File: src/rtl/duck_rom_if.sv
// Requester/ROM bus for the shared duck sprite ROM arbiter.
// The master side is the requester cluster plus the ROM; the slave side is the arbiter.
interface duck_rom_if #(
   parameter int NUM_REQ = 4,
   parameter int ADDR_W  = 12,
   parameter int DATA_W  = 4
) ();
   logic [NUM_REQ-1:0]        req_valid;
   logic [NUM_REQ*ADDR_W-1:0] req_addr;
   logic [NUM_REQ-1:0]        req_lock;
   logic [NUM_REQ-1:0]        req_ready;
   logic [ADDR_W-1:0]         rom_address;
   logic [DATA_W-1:0]         rom_q;
   logic [NUM_REQ-1:0]        resp_valid;
   logic [DATA_W-1:0]         resp_data;
   logic                      busy;

   modport master (
      output req_valid, req_addr, req_lock, rom_q,
      input  req_ready, rom_address, resp_valid, resp_data, busy
   );

   modport slave (
      input  req_valid, req_addr, req_lock, rom_q,
      output req_ready, rom_address, resp_valid, resp_data, busy
   );
endinterface

File: src/rtl/duck_rom_arbiter.sv
// Round-robin arbiter sharing one synchronous duck sprite ROM among NUM_REQ requesters,
// with burst locking and a fixed two-cycle, one-hot-tagged response path.
//
// state    | meaning
// ST_ARB   | round-robin search from last+1
// ST_LOCK  | only lock_owner may be granted while it keeps req_valid high
module duck_rom_arbiter #(
   parameter int NUM_REQ = 4,
   parameter int ADDR_W  = 12,
   parameter int DATA_W  = 4
) (
   input logic       vga_clk,
   input logic       reset,
   duck_rom_if.slave bus
);
   localparam int PTR_W = $clog2(NUM_REQ);
   localparam logic [PTR_W-1:0] LAST_IDX = PTR_W'(NUM_REQ - 1);

   localparam logic [0:0] ST_ARB  = 1'b0;
   localparam logic [0:0] ST_LOCK = 1'b1;

   logic [0:0]         lock_state;
   logic [PTR_W-1:0]   last;
   logic [PTR_W-1:0]   lock_owner;
   logic [PTR_W-1:0]   win_idx;
   logic [PTR_W-1:0]   scan_idx;
   logic [NUM_REQ-1:0] grant;
   logic [NUM_REQ-1:0] s1_owner;
   logic [ADDR_W-1:0]  win_addr;
   logic               found;
   logic               lock_active;
   logic               xfer;

   assign lock_active = (lock_state == ST_LOCK);

   // Grant depends only on registered state and the current valid/lock inputs, never on rom_q.
   always_comb begin
      grant    = '0;
      win_idx  = last;
      scan_idx = last;
      found    = 1'b0;
      if (!reset) begin
         if (lock_active && bus.req_valid[lock_owner]) begin
            grant[lock_owner] = 1'b1;
            win_idx           = lock_owner;
         end else begin
            for (int k = 0; k < NUM_REQ; k++) begin
               scan_idx = (scan_idx == LAST_IDX) ? '0 : scan_idx + 1'b1;
               if (!found && bus.req_valid[scan_idx]) begin
                  grant[scan_idx] = 1'b1;
                  win_idx         = scan_idx;
                  found           = 1'b1;
               end
            end
         end
      end
   end

   assign xfer          = |grant;
   assign win_addr      = bus.req_addr[int'(win_idx)*ADDR_W +: ADDR_W];
   assign bus.req_ready = grant;

   always_ff @(posedge vga_clk or posedge reset) begin
      if (reset) begin
         lock_state      <= ST_ARB;
         lock_owner      <= '0;
         last            <= LAST_IDX;
         s1_owner        <= '0;
         bus.rom_address <= '0;
         bus.resp_valid  <= '0;
         bus.resp_data   <= '0;
         bus.busy        <= 1'b0;
      end else begin
         if (xfer) begin
            last            <= win_idx;
            bus.rom_address <= win_addr;
            s1_owner        <= grant;
            if (bus.req_lock[win_idx]) begin
               lock_state <= ST_LOCK;
               lock_owner <= win_idx;
            end else begin
               lock_state <= ST_ARB;
            end
         end else begin
            s1_owner <= '0;
            // An idle cycle under lock means the owner dropped valid: the burst is abandoned.
            if (lock_active && !bus.req_valid[lock_owner]) begin
               lock_state <= ST_ARB;
            end
         end
         bus.resp_valid <= s1_owner;
         if (|s1_owner) begin
            bus.resp_data <= bus.rom_q;
         end
         bus.busy <= xfer | (|s1_owner);
      end
   end
endmodule
File: src/flat_wrapper.sv
// flat-port wrapper written by rule: the top's interface ports become plain ports
module duck_rom_arbiter_flat 
#(
   parameter int NUM_REQ = 4,
   parameter int ADDR_W  = 12,
   parameter int DATA_W  = 4
)
  (vga_clk, reset, bus_req_valid, bus_req_addr, bus_req_lock, bus_rom_q, bus_req_ready, bus_rom_address, bus_resp_valid, bus_resp_data, bus_busy);
  duck_rom_if #(.NUM_REQ(NUM_REQ), .ADDR_W(ADDR_W), .DATA_W(DATA_W)) bus_i ();
  input logic vga_clk;
  input logic reset;
  input wire logic [$bits(bus_i.req_valid)-1:0] bus_req_valid;
  input wire logic [$bits(bus_i.req_addr)-1:0] bus_req_addr;
  input wire logic [$bits(bus_i.req_lock)-1:0] bus_req_lock;
  input wire logic [$bits(bus_i.rom_q)-1:0] bus_rom_q;
  output wire logic [$bits(bus_i.req_ready)-1:0] bus_req_ready;
  output wire logic [$bits(bus_i.rom_address)-1:0] bus_rom_address;
  output wire logic [$bits(bus_i.resp_valid)-1:0] bus_resp_valid;
  output wire logic [$bits(bus_i.resp_data)-1:0] bus_resp_data;
  output wire logic [$bits(bus_i.busy)-1:0] bus_busy;
  assign bus_i.req_valid = bus_req_valid;
  assign bus_i.req_addr = bus_req_addr;
  assign bus_i.req_lock = bus_req_lock;
  assign bus_i.rom_q = bus_rom_q;
  assign bus_req_ready = bus_i.req_ready;
  assign bus_rom_address = bus_i.rom_address;
  assign bus_resp_valid = bus_i.resp_valid;
  assign bus_resp_data = bus_i.resp_data;
  assign bus_busy = bus_i.busy;
  duck_rom_arbiter #(.NUM_REQ(NUM_REQ), .ADDR_W(ADDR_W), .DATA_W(DATA_W)) u_core (.vga_clk(vga_clk), .reset(reset), .bus(bus_i));
endmodule
File: config.mk
export PLATFORM = sky130hd
export DESIGN_NAME = duck_rom_arbiter_flat
export DESIGN_NICKNAME = d
export VERILOG_FILES = /design/src/rtl/duck_rom_if.sv /design/src/rtl/duck_rom_arbiter.sv /design/src/flat_wrapper.sv
export SDC_FILE = /design/constraint.sdc
export NUM_CORES = 1
export LEC_CHECK = 0
export CORE_ASPECT_RATIO = 0.5
export CORE_UTILIZATION = 38
export CTS_BUF_LIST = sky130_fd_sc_hd__clkbuf_8
export CTS_CLUSTER_DIAMETER = 30
export DETAILED_ROUTE_END_ITERATION = 8
export PLACE_DENSITY = 0.67
export SLEW_MARGIN = 20
export SYNTH_ARGS = -nofsm -noshare
export SYNTH_HDL_FRONTEND = slang
export SYNTH_SLANG_ARGS = --single-unit
File: constraint.sdc
create_clock -name vga_clk -period 6 [get_ports vga_clk]
set_input_delay 0.6 -clock vga_clk [delete_from_list [all_inputs] [get_ports vga_clk]]
set_output_delay 0.6 -clock vga_clk [all_outputs]
set_load 0.005 [all_outputs]
== Word level (Yosys, flattened, before mapping) ==
Index checks and enable logic that the tools add are counted.
Widths: inputs -> output; s select.
Word-level totals
  flip-flop bits (word level): 30
  output and inout port bits: 25
  input bits: 62
Operators by class
  multiplexer cells: 57
  multipliers: 1
  bitwise operators: 4
  add/subtract/negate cells: 4
  shift-type cells: 1
  reduce and logical (&&, ||, !) cells: 18
  equal/unequal tests: 4
  magnitude comparators: 11
Operators with widths (count)
  $mux 4: 13
  $shiftx 48x32->12: 1
  $mux 1: 23
  $mux 2: 10
  $lt 2x3->1 const B: 6
  $bmux 1 s2: 6
  $or 4x4->4: 3
  $demux 1 s2: 5
  $ge 2x1->1 const B: 5
  $logic_and 1x1->1: 10
  $add 2x1->2 const B: 4
  $eq 2x2->1 const B: 4
  $reduce_or 4->1: 2
  $logic_not 1->1: 4
  $mul 2x2->4 const B: 1
  $reduce_and 2->1: 1
  $reduce_bool 2->1: 1
  $or 1x1->1: 1

== Logic depth before layout (Yosys ltp) ==
Gate-level depths: netlist of the first run.
  depth after elaboration: 26
  depth in mapped cells: 14

== Least setup slack after synthesis of the first run ==
Ideal clock, no wire load.
  path kind: register -> register
  start: reg u_core.last[0]
  end: reg u_core.lock_owner[1]
  stages on the path, launching flop included: 14
  period minus slack after synthesis: 3440 ps
  setup slack: 2560 ps
  setup time: 128 ps
  arrival: 3313 ps
  buffers on the path: 3
  path through: dfstp_2 -> buf_6 -> inv_4 -> ha_1 -> buf_2 -> xnor2_2 -> mux2i_1 -> nand2_2 -> mux2_2 -> a41oi_2 -> or4_4 -> buf_4 -> o211ai_2 -> mux2_1
RTL lines
  start: declaration: RTL line duck_rom_arbiter.sv:23  | logic [PTR_W-1:0] last;
  start signal: assignment: RTL line duck_rom_arbiter.sv:75  | last <= win_idx;
  $add 2x1->2 / $eq 2x2->1 (equally long branches): RTL line duck_rom_arbiter.sv:48  | scan_idx = (scan_idx == LAST_IDX) ? '0 : scan_idx + 1'b1;
  $mux 2 *: RTL line duck_rom_arbiter.sv:48
  branches (longest 17 deep; another with $lt 2x3->1)
  $mux 4 *: RTL line duck_rom_arbiter.sv:49  | if (!found && bus.req_valid[scan_idx]) begin
  $mux 4 *: RTL line duck_rom_arbiter.sv:43  | if (lock_active && bus.req_valid[lock_owner]) begin
  $mux 4 *: RTL line duck_rom_arbiter.sv:42  | if (!reset) begin
  net bus_req_ready[1]: RTL line flat_wrapper.sv:16  | output wire logic [$bits(bus_i.req_ready)-1:0] bus_req_ready;
  $reduce_or 4->1 *: RTL line duck_rom_arbiter.sv:59  | assign xfer = |grant;
  $reduce_and 2->1 (no line) *
  end signal: assignment: RTL line duck_rom_arbiter.sv:80  | lock_owner <= win_idx;
  end: declaration: RTL line duck_rom_arbiter.sv:24  | logic [PTR_W-1:0] lock_owner;
Mark *: on every way through the listed nets, which the timed path passes. The select of a mux whose other input is x is not followed.
A chain may end at the register's enable or synchronous reset.

== Final worst setup path of the first run ==
  start: reg u_core.last[0]
  end: reg u_core.lock_owner[1]
On the way
  word-level cells in the longest chain between the ends: 25
Ends and longest elaborated chain
  branches (longest 25 deep; another with $lt 2x3->1)
Several ways; the timed one is not identified. The select of a mux whose other input is x is not followed.

==> results of run 1 <==
## layout make-up
type	count	share of cell area, %
clock buffer	6	2.47
timing repair buffer	87	25.9
clock inverter	2	0.262
inverter	5	0.636
multi-input combinational	183	45.0
sequential	30	22.5
tap	84	3.14
## metal layers
| metal | vias up | global-route usage, % |
|---|---|---|
| met5 | - | 0 |
| met4 | 0 | 5.57 |
| met3 | 5 | 2.93 |
| met2 | 62 | 33.8 |
| met1 | 1051 | 23.8 |
| li1 | 1046 | - |
## Yosys cell counts (all sizes together) (5+ instances only)
| master | number |
|---|---|
| mux2i | 32 |
| dfrtp | 28 |
| nand2 | 27 |
| nor2 | 19 |
| buf | 15 |
| mux2 | 14 |
| a221oi | 12 |
| o21ai | 10 |
| a41oi | 8 |
| ha | 8 |
| inv | 5 |
| nand3 | 5 |
## worst min path at each step
| stage | start | end | slack [ns] | cells after the start |
|---|---|---|---|---|
| 6_report | u_core.s1_owner[0]$_DFF_PP0_ | u_core.bus.resp_valid[0]$_DFF_PP0_ | 0.38 | 0 |
| 5_1_grt | u_core.s1_owner[3]$_DFF_PP0_ | u_core.bus.resp_valid[3]$_DFF_PP0_ | 0.39 | 0 |
| 4_1_cts | u_core.s1_owner[3]$_DFF_PP0_ | u_core.bus.resp_valid[3]$_DFF_PP0_ | 0.38 | 0 |
| 3_5_place_dp | u_core.s1_owner[3]$_DFF_PP0_ | u_core.bus.resp_valid[3]$_DFF_PP0_ | 0.36 | 0 |
| 3_3_place_gp | u_core.s1_owner[2]$_DFF_PP0_ | u_core.bus.resp_valid[2]$_DFF_PP0_ | 0.36 | 0 |
| 2_1_floorplan | u_core.s1_owner[1]$_DFF_PP0_ | u_core.bus.resp_valid[1]$_DFF_PP0_ | 0.35 | 0 |
## worst max-delay path, stage by stage, from the launching register on
cell	delay (ns)
dfstp_2	0.84
inv_4	0.13
ha_1	0.69
mux2i_1	0.40
mux2i_1	0.25
a21oi_1	0.26
a211oi_1	0.13
o21ai_4	0.83
mux2_2	0.44
o211ai_2	0.16
mux2_1	0.34
## flip-flops by register name, summed over array words and instances, names as in the netlist
| signal | count |
|---|---|
| u_core.bus.busy | 1 |
| u_core.bus.resp_data | 4 |
| u_core.bus.resp_valid | 4 |
| u_core.bus.rom_address | 12 |
| u_core.last | 2 |
| u_core.lock_active | 1 |
| u_core.lock_owner | 2 |
| u_core.s1_owner | 4 |
## per-stage QoR
stage / cell area (um2) / setup slack, ns / total power, mW
2_1_floorplan: 2380 / 2.56 / 1.39
3_3_place_gp: 3260 / 1.59 / 1.71
3_5_place_dp: 3260 / 1.41 / 1.74
4_1_cts: 3350 / 1.41 / 1.90
5_1_grt: 3350 / 1.17 / 2.03
6_report: 3350 / 1.41 / 1.89
## cell families after synthesis
kind of cell	after synthesis	synth area share, %
AND/OR/NAND/NOR	76	16.3
AO/OA/AOI/OAI	49	18.8
multiplexers	49	22.9
flip-flops	30	31.7
buffers and inverters	22	5.37
adder cells (fa/ha/maj)	8	4.21
XOR/XNOR	1	0.684
## power groups by stage
stage | Sequential, mW | Combinational [mW] | Clock [mW]
2_1_floorplan | 0.367 | 1.03 | 0
3_3_place_gp | 0.389 | 1.32 | 0
3_5_place_dp | 0.397 | 1.34 | 0
4_1_cts | 0.395 | 1.35 | 0.164
5_1_grt | 0.409 | 1.45 | 0.174
6_report | 0.396 | 1.33 | 0.160
==> run metrics, run 1 <==
Clock Skew around 0.0078 ns; DR pass1 iterations 4; fill count between 500 and 600; Worst Setup EP u_core.lock_owner[1]$_DFFE_PP0P_; CP Max Fanout 27; Setup Fix Bufs, Post-CTS 0; die height approximately 58 um; top layer used by detailed routing met4; P_sw 0.834 mW; Peak VDD IR between 0.0002 and 0.0003 V; status completed; Least-Margin Pin Slew between 1 and 1.5 ns; power share of the clock group 8.5%; synthesized flop and latch total 30; gr ovfl total 0; # resized after CTS 0; CTS Sinks 30; Worst-Skew Late Latency between 0.2 and 0.3 ns; # rows 19; Slew Limit Fails 0; Via Count roughly 2200; CP arrival between 4 and 5 ns; Synthesized Nets 305; Cell Pwr Density approximately 560 nW/um2; async set or reset register ratio after synthesis 100%; Initial Util between 40% and 50%; Sequential Power Share around a fifth; critical path type reg2reg; Ys Warns 0; final worst-path cycle share roughly three quarters; met1 WL 2790 um; final RePlAce weighted congestion around 0.95; area grow syn2layout 40.8%; cts hold-fix bufs 0; Multi-input gate area 1510 um2; die width roughly 110 um; r2r setup slk around 1.4 ns; Mapped Cells ~240; Worst-path clk slew about 0.06 ns; EDFF count, synth 0; Via density around 5.5; CORE AREA around 5800 um2; initial drt markers between 60 and 70; Logic pwr share 70.6%; Overall Global Routing Usage a little under a fifth; crit start category flop; f_max 218 MHz; dpl cells between 300 and 400; RSZ-0062 raised after global routing false; synthesized area per cell ~10 um2; IO buf count between 80 and 90; sum of negative setup slack 0 ns; Top FF cell, synth dfrtp_1; top cells by area, synth dfrtp_1 (29%), mux2i_1 (13%), a221oi_2 (6.3%); clk buf depth 2; CP Launch Point u_core.last[0]$_DFFE_PP1P_; area occupied by registers 753 um2; crit path capture type flop; Ant. Diodes 0; average wire per standard cell 15.7 um; Unique masters post-synth 50; CTS buffer count 5; die area 6600 um2; commonest non-fill, non-tap cell in the layout clkdlybuf4s50_1; routed wl met3 ~300 um; worst min path class reg2reg; Fin Hold WS 0.376 ns; layout cells sized above 1 approximately 15%; Hold Vio Cnt, Final 0; DRC 0; vias in the first global route roughly 2100; post-synth top area cell dfrtp_1; Setup violations, final 0; CTS Root Cell clkbuf_8; Int Pwr roughly 1.1 mW; commonest non-fill, non-tap cells in the layout clkdlybuf4s50_1 (86), mux2i_1 (32), dfrtp_1 (28); max-cap check violation count 0; Final ANT Viol Nets 0; sequential share of the synthesized area between 30% and 40%; nets 382; leakage approximately 1.4 nW; htree depth 2; final core utilization between 50% and 60%; Yosys top cell area share between 20% and 30%; initial antenna violation count 0; IO Count 87; Syn Std Cell Area about 2400 um2; fin crit period 4.59 ns; DRT Wirelength 6220 um; worst r2r dst u_core.lock_owner[1]$_DFFE_PP0P_; Sw Share 44.1%; Finished Layout Cells 397; Critical Path RT around 6.2 ns; Worst R2R Start u_core.last[0]$_DFFE_PP1P_; first-pass GRT wire length 9750 um; worst r2r path cells 10; pin count of the biggest net entering global routing 32; Slew Limit Headroom a little under a third; WL met2 ~3100 um; Post-DP HPWL between 4000 and 5000 um; CTS tree done
No activity file was read; power rests on OpenSTA's default activity.
==> run 2, diff against run 1 <==
Settings changed: PLACE_DENSITY 0.67 to 0.7.
Clock period 6 ns to 4.15 ns, I/O delays scaled along.
==> run 2 against run 1 <==
Against the previous run: via count is 1.1% lower; die area stayed put; critical path depth is 2 lower; hold slack better by 0.018 ns; critical path type is now reg2out.
==> run metrics, run 2 (synthesis results as in run 1) <==
status completed; final RePlAce weighted congestion slightly below 1; area grow syn2layout 41.2%; htree depth 2; CP Max Fanout 15; CP dominant cell by count mux2_2; area occupied by registers 753 um2; Setup violations, final 0; Cell Pwr Density roughly 810 nW/um2; die height 57.9 um; r2r setup slk between 0.2 and 0.3 ns; gr ovfl total 0; Worst-Skew Late Latency about 0.27 ns; # rows 19; CP Cell Sequence inv_1 > ha_1 > mux2i_1 > mux2_2 > nand2_1 > mux2_2 > a41oi_1 > clkdlybuf4s50_1; layout cells sized above 1 about 16%; Peak VDD IR 0.000359 V; cts hold-fix bufs 0; Least-Margin Pin Slew between 0.6 and 0.7 ns; CTS Sinks 30; crit start category flop; Overall Global Routing Usage roughly a fifth; vias in the first global route between 2000 and 2500; Ant. Diodes 0; DRT Wirelength 6170 um; Multi-input gate area approximately 1500 um2; commonest non-fill, non-tap cells in the layout clkdlybuf4s50_1 (86), mux2i_1 (32), dfrtp_1 (28); first-pass GRT wire length about 10000 um; leakage about 1.4 nW; average wire per standard cell roughly 16 um; Place WS 0.328 ns; max reg flops 12; clk buf depth 2; die width 114 um; f_max approximately 250 MHz; Setup Fix Bufs, Post-CTS 0; # resized after CTS 0; die area about 6600 um2; DRC 0; worst min path class reg2reg; CTS buffer count 5; Post-DP HPWL a little under 5000 um; fin crit period approximately 4 ns; dpl cells 391; Final ANT Viol Nets 0; Critical Path RT around 3.7 ns; RSZ-0062 raised after global routing false; Final Cell Area between 3000 and 4000 um2; Worst-path clk slew 0.06 ns; pin count of the biggest net entering global routing 32; Initial Util between 40% and 50%; Via Count around 2100; Biggest register u_core.bus.rom_address; CTS Root Cell clkbuf_8; Fin Hold WS a little under 0.4 ns; Slew Limit Fails 0; initial drt markers 54; Via density ~5.4; CP max stage cell ha_1; final worst slack 0.209 ns; final worst-path cycle share about 95%; CP arrival between 3 and 4 ns; CTS tree done; commonest non-fill, non-tap cell in the layout clkdlybuf4s50_1; fill count around 520; CORE AREA approximately 5800 um2; IO buf count 86; max-cap check violation count 0; Worst path max stage delay 0.66 ns; initial antenna violation count 0; IO Count just under 90; Finished Layout Cells slightly below 400; DR pass1 iterations 4; Hold Vio Cnt, Final 0; crit path capture type output port; nets 384; area of placed instances roughly 3300 um2; Slew Limit Headroom around 55%; Clock Skew between 0.005 and 0.006 ns; critical path type reg2out; sum of negative setup slack 0 ns
## run 2: changes by cell type in the layout (fill, tap and decap cells not counted), sizes merged
cell    change
clkinv      +1
clkbuf      -1
inv         -1
buf         +2
## run 2: final cells by class
type,instances,share of cell area (%)
Multi-Input combinational cell,183,45.1
Sequential cell,30,22.4
Inverter,5,0.634
Clock buffer,5,2.05
Clock inverter,2,0.298
Tap cell,84,3.13
Timing Repair Buffer,89,26.3
## run 2: worst max-delay path, delay by kind of cell, from the launching register on
family	cells	cell delay [ns]
compound gates	1	0.28
mux	3	0.96
buf+inv	2	0.70
simple gates	1	0.08
flops	1	0.59
fa+ha+maj	1	0.66
## run 2: per-stage QoR
step                      util, %  total power, mW
after floorplan                 -             2.01
after global placement       56.9             2.46
after detailed placement     56.9             2.52
after CTS                    58.2             2.74
after global routing         58.3             2.94
final                        58.3             2.72
## run 2: layer usage
metal | track usage (%) | vias to the layer above | wire length, um
li1 | - | 1043 | -
met1 | 24.1 | 1028 | 2670
met2 | 35.5 | 62 | 3100
met3 | 3.03 | 8 | 298
met4 | 6.12 | 0 | 106
met5 | 0 | - | 0
## run 2: worst paths after layout
check	start	endpoint	cells after the start
worst max register to register	u_core.last[1]$_DFFE_PP1P_	u_core.bus.rom_address[10]$_DFFE_PP0P_	10
worst min-delay path	u_core.s1_owner[1]$_DFF_PP0_	u_core.bus.resp_valid[1]$_DFF_PP0_	0
max in group asynchronous	reset	u_core.last[1]$_DFFE_PP1P_	3
worst max-delay path	u_core.last[1]$_DFFE_PP1P_	bus_req_ready[2]	8
min in group asynchronous	reset	u_core.lock_active$_DFFE_PP0P_	3
worst min register to register	u_core.s1_owner[1]$_DFF_PP0_	u_core.bus.resp_valid[1]$_DFF_PP0_	0
## run 2: report_power, final
group / internal, mW / switching [mW]
combinational: 0.959 / 1.01
clock: 0.112 / 0.0992
sequential: 0.447 / 0.0905
